[src/rtl/keypad_scanner.sv]
// 4x4 matrix keypad scanner: strobes one column at a time, debounces a single
// candidate key on press and release, and reports row*4+col on acceptance.
module keypad_scanner #(
    parameter int unsigned SCAN_DIV = 1000,
    parameter int unsigned DEBOUNCE = 4
) (
    input  logic       system_clk,
    input  logic       rst_n,
    input  logic [3:0] Pad_Row,
    output logic [3:0] Pad_Col,
    output logic [3:0] key_code,
    output logic       key_valid,
    output logic       key_held
);

    localparam int unsigned DIV_W   = (SCAN_DIV > 1) ? $clog2(SCAN_DIV) : 1;
    localparam int unsigned MATCH_W = $clog2(DEBOUNCE + 1);
    localparam logic [DIV_W-1:0]   DIV_LAST  = DIV_W'(SCAN_DIV - 1);
    localparam logic [MATCH_W-1:0] MATCH_MAX = MATCH_W'(DEBOUNCE);

    typedef enum logic [1:0] {
        ST_SCAN,
        ST_DEBOUNCE,
        ST_HELD,
        ST_RELEASE
    } state_t;

    logic [3:0]         row_meta;
    logic [3:0]         sync_row;
    logic [DIV_W-1:0]   dwell_cnt;
    state_t             state,     state_n;
    logic [1:0]         col_idx,   col_idx_n;
    logic [1:0]         cand_row,  cand_row_n;
    logic [1:0]         cand_col,  cand_col_n;
    logic [MATCH_W-1:0] match_cnt, match_n;
    logic [MATCH_W-1:0] match_inc;
    logic [3:0]         code_n;
    logic               valid_n;
    logic               held_n;
    logic               dwell_end;
    logic               cand_high;
    logic [1:0]         low_row;

    assign dwell_end = (dwell_cnt == DIV_LAST);
    assign cand_high = sync_row[cand_row];
    assign match_inc = (match_cnt == MATCH_MAX) ? match_cnt : match_cnt + MATCH_W'(1);

    // Lowest-index active (low) row wins when several rows are pulled down
    always_comb begin
        low_row = 2'd0;
        if (!sync_row[0])      low_row = 2'd0;
        else if (!sync_row[1]) low_row = 2'd1;
        else if (!sync_row[2]) low_row = 2'd2;
        else if (!sync_row[3]) low_row = 2'd3;
    end

    always_comb begin
        state_n    = state;
        col_idx_n  = col_idx;
        cand_row_n = cand_row;
        cand_col_n = cand_col;
        match_n    = match_cnt;
        code_n     = key_code;
        valid_n    = 1'b0;
        held_n     = key_held;
        if (dwell_end) begin
            unique case (state)
                ST_SCAN: begin
                    if (sync_row == 4'hF) begin
                        col_idx_n = col_idx + 2'd1;
                    end else begin
                        cand_row_n = low_row;
                        cand_col_n = col_idx;
                        match_n    = MATCH_W'(1);
                        state_n    = ST_DEBOUNCE;
                    end
                end
                ST_DEBOUNCE: begin
                    if (!cand_high) begin
                        if (match_inc == MATCH_MAX) begin
                            valid_n = 1'b1;
                            code_n  = {cand_row, cand_col};
                            held_n  = 1'b1;
                            match_n = '0;
                            state_n = ST_HELD;
                        end else begin
                            match_n = match_inc;
                        end
                    end else begin
                        match_n   = '0;
                        state_n   = ST_SCAN;
                        col_idx_n = cand_col + 2'd1;
                    end
                end
                ST_HELD: begin
                    if (cand_high) begin
                        match_n = MATCH_W'(1);
                        state_n = ST_RELEASE;
                    end
                end
                ST_RELEASE: begin
                    if (cand_high) begin
                        if (match_inc == MATCH_MAX) begin
                            held_n    = 1'b0;
                            match_n   = '0;
                            state_n   = ST_SCAN;
                            col_idx_n = cand_col + 2'd1;
                        end else begin
                            match_n = match_inc;
                        end
                    end else begin
                        match_n = '0;
                        state_n = ST_HELD;
                    end
                end
                default: state_n = ST_SCAN;
            endcase
        end
    end

    // Pad_Col is registered from the next column index so it tracks col_idx exactly
    always_ff @(posedge system_clk or negedge rst_n) begin
        if (!rst_n) begin
            row_meta  <= 4'hF;
            sync_row  <= 4'hF;
            dwell_cnt <= '0;
            state     <= ST_SCAN;
            col_idx   <= 2'd0;
            cand_row  <= 2'd0;
            cand_col  <= 2'd0;
            match_cnt <= '0;
            Pad_Col   <= 4'b1110;
            key_code  <= 4'h0;
            key_valid <= 1'b0;
            key_held  <= 1'b0;
        end else begin
            row_meta  <= Pad_Row;
            sync_row  <= row_meta;
            dwell_cnt <= dwell_end ? '0 : dwell_cnt + DIV_W'(1);
            state     <= state_n;
            col_idx   <= col_idx_n;
            cand_row  <= cand_row_n;
            cand_col  <= cand_col_n;
            match_cnt <= match_n;
            Pad_Col   <= ~(4'b0001 << col_idx_n);
            key_code  <= code_n;
            key_valid <= valid_n;
            key_held  <= held_n;
        end
    end

endmodule

[config.mk]
export PLATFORM = sky130hd
export DESIGN_NAME = keypad_scanner
export DESIGN_NICKNAME = d
export VERILOG_FILES = /design/src/rtl/keypad_scanner.sv
export SDC_FILE = /design/constraint.sdc
export NUM_CORES = 1
export LEC_CHECK = 0
export CAP_MARGIN = 30
export CORE_UTILIZATION = 25
export DETAILED_ROUTE_END_ITERATION = 10
export PLACE_DENSITY_LB_ADDON = 0.15
export SETUP_SLACK_MARGIN = 0.05
export SLEW_MARGIN = 20
export SYNTH_ARGS = -nofsm -noshare
export SYNTH_HDL_FRONTEND = slang
export SYNTH_SLANG_ARGS = --single-unit
[constraint.sdc]
create_clock -name system_clk -period 3.65 [get_ports system_clk]
set_clock_uncertainty 0.2 [all_clocks]
set_input_delay 1.095 -clock system_clk [delete_from_list [all_inputs] [get_ports system_clk]]
set_output_delay 1.095 -clock system_clk [all_outputs]
set_load 0.005 [all_outputs]
==> impl_metrics.csv <==
group,metric,value,unit
clock_tree,cts_buffers,5,
die,row_count,30,
worst_setup_path,crit_type,"flop to flop",
worst_setup_path,cp-startpoint,"match_cnt[0]",
clock_tree,clk_pin_slew,0.08,ns
clock_tree,cts_max_level,2,
clock_tree,cts.hold.buffers_added,0,
yosys,synth_top_area_share,38.38,%
place,place_congestion,0.8025,
sta,worst_pin_slew,0.5274,ns
clock_tree,clock_path_buffers,2,
routing,routedWlPerCell,12.31,um
routing,drt_iter0_markers,98,
worst_setup_path,crit_chain,"inv_1, ha_1, or3b_1, a311oi_2, nand3_1, inv_1, and3_1, mux2_4",
sta,finalSetupViolCount,0,
sta,fin_setup_tns,0,ns
worst_setup_path,worst-path-stages,8,
global_route,grtUsageTotal,10.08,%
sta,whs,0.1587,ns
die,io_pins,16,
yosys,synthCells,162,
yosys,yosysWarnings,0,
worst_setup_path,critPathTopFamily,"simple AND/OR/NAND/NOR gates",
sta,relSlewSlack,63.83,%
yosys,syn_avg_cell_area,11.27,sq um
layout,finalNetCount,192,
yosys,synthesis.nets,171,
global_route,grt_pass1_wl,5789,um
clock_tree,post_cts_buffers,0,
die,core_area,0.006907,sq mm
clock_tree,root_buffer,"clkbuf_8",
yosys,synth-main-ff-cell,"dfrtp_1",
yosys,ys_ff_latch,39,
die,design.die.area,0.007648,sq mm
global_route,antenna_found_initial,0,
die,die_width,87.45,um
worst_setup_path,critPathCaptureType,"flop",
worst_setup_path,crit_path_end,"key_code[3]",
global_route,grt_max_degree,40,
routing,firstDrtPassIters,4,
yosys,synth_edf_count,0,
routing,viasPerCell,4.436,
routing,num_vias,1242,
sta,hold_viol,0,
die,die_h,87.45,um
worst_setup_path,r2r_cells,8,
pwr,vdd_drop_max,0.0001882,V
sta,maxSlewViolCount,0,
yosys,synth_area_leader_cell,"dfrtp_1",
layout,syn_to_final_growth,21.32,%
worst_setup_path,worstPathMaxFanout,7,
worst_setup_path,cp.required,3.63,ns
job,drv_cap,0,
clock_tree,cts_tree,"built",
layout,antenna_cells,0,
clock_tree,worst_skew_pair.late_latency,0.29,ns
place,placed_cell_area,0.002079,sq mm
place,hpwl,2491,um
worst_setup_path,start_kind,"flop",
yosys,yosysSeqAreaShare,54.22,%
worst_setup_path,rr_endpoint,"key_code[3]",
yosys,synth.area.top_cells,"dfrtp_1 (38%), dfstp_2 (16%), mux2_4 (3.3%), mux2_2 (3.1%), o21ai_0 (2.7%)",
yosys,synthArstFlopShare,100.0,%
worst_setup_path,cpMostUsedCell,"inv_1",
die,initial_core_util,26.43,%
place,io_buffer_count,15,
yosys,yosysMostFrequentCell,"dfrtp_1",
sta,clock.fmax,354.0,MHz
yosys,post_synth_num_cell_types,39,
pwr,pwr_density_cell,374.2,mW/mm^2
global_route,grt-ovfl-total,0,
routing,wirelength,3448,um
worst_setup_path,crit_buf_inv,2,
worst_setup_path,r2r_start,"match_cnt[0]",
outcome,status,"finished clean",
clock_tree,cts_resized,0,
hold_path,hp-class,"flop to flop",
worst_setup_path,critPathArrivalTime,2.80,ns
sta,fin_crit,2.825,ns
worst_setup_path,slowest_delay,0.43,ns
worst_setup_path,worst_path_max_delay_cell,"dfrtp_1",
worst_setup_path,regToRegSetupSlack,0.83,ns
global_route,grt_pass1_vias,1207,
routing,post-route-drc-count,0,
sta,rsz0062_at_grt,"false",
layout,drive_gt1_share,20.65,%
yosys,synth_area,0.001826,sq mm
yosys,synth_commonest_cells,"dfrtp_1 (28), nor2_1 (13), nand2_1 (12)",
layout,final_area,0.002215,sq mm
routing,ant_nets,0,
clock_tree,cts_num_sinks,39,
sta,fin_crit_sh,77.39,%
pwr,p_leak,0.9024,nW
[worst reg2reg max path: stages (launching register included)]
cell and delay (ns):
dfrtp_1 0.43, inv_1 0.10, ha_1 0.28, or3b_1 0.38, a311oi_2 0.37, nand3_1 0.19
inv_1 0.11, and3_1 0.32, mux2_4 0.33
[state kept, by name, summed over array words and instances, names as in the netlist, 2 cells and up, named ones only]
name       count
Pad_Col        4
cand_col       2
cand_row       2
col_idx        2
dwell_cnt     10
key_code       4
match_cnt      3
row_meta       4
sync_row       4
[where the power goes]
part	leakage, nW	switching, mW	internal [mW]
logic	0.355	0.0126	0.00888
clock network	0.0548	0.158	0.206
registers	0.493	0.00311	0.440
total	0.902	0.174	0.655
[cell usage in the layout, fill, tap and decap left out, types with 3 or more instances in the layout]
cell type | synthesis | routed
a21oi_1 | 9 | 9
and2_1 | 3 | 3
clkbuf_8 | 0 | 5
clkdlybuf4s50_1 | 0 | 14
dfrtp_1 | 28 | 28
dfstp_2 | 11 | 11
ha_1 | 3 | 3
inv_1 | 8 | 8
mux2_2 | 5 | 5
mux2_4 | 4 | 4
nand2_1 | 12 | 12
nand2b_1 | 7 | 7
nand3_1 | 6 | 6
nand4_1 | 3 | 3
nor2_1 | 13 | 13
nor2b_1 | 3 | 3
nor3_1 | 4 | 4
o21ai_0 | 10 | 10
xnor2_1 | 3 | 3
xor2_1 | 4 | 4
[cell families (layout without fill, tap and decap cells)]
family                   Yosys count  in the layout  share of synthesized area, %
AND/OR/NAND/NOR                   58             58                         17.62
flip-flops                        39             39                         54.22
AO/OA/AOI/OAI                     32             32                         12.41
buffers and inverters             12             34                         2.879
multiplexers                      11             11                         7.471
XOR/XNOR                           7              7                         3.359
adder cells (fa/ha/maj)            3              3                         2.056
[routing by layer]
metal / vias up / routed length (um) / GRT usage, % / part of all wire (%)
li1: 610 / - / - / -
met1: 602 / 1672 / 13.18 / 48
met2: 24 / 1561 / 15.13 / 45
met3: 6 / 158 / 3.507 / 4.6
met4: 0 / 57 / 4.173 / 1.7
met5: - / 0 / 0 / 0
[cell type report]
cell class / instances / area, sq um
fill: 731 / 4692
sequential: 39 / 989.7
multi-input combinational: 111 / 783.3
timing repair buffer: 17 / 172.7
tap: 96 / 120.1
clock buffer: 5 / 68.82
clock inverter: 3 / 46.29
inverter: 9 / 33.78
[through the flow]
stage	std cells	setup WS [ns]	utilization [%]	total power, mW
final	280	0.8252	32.07	0.8288
after global routing	280	0.6090	32.07	0.8611
after CTS	279	0.8152	31.78	0.8399
after detailed placement	271	0.8294	30.11	0.4709
after global placement	271	0.9550	30.11	0.4700
after floorplan	162	1.135	-	0.4551
[worst min path at each step]
stage,from,to,cells past startpoint
final,row_meta[0],sync_row[0],0
after global routing,row_meta[0],sync_row[0],0
after CTS,row_meta[0],sync_row[0],0
after detailed placement,row_meta[0],sync_row[0],0
after global placement,row_meta[0],sync_row[0],0
after floorplan,row_meta[0],sync_row[0],0
(Power assumes the default switching activity.)
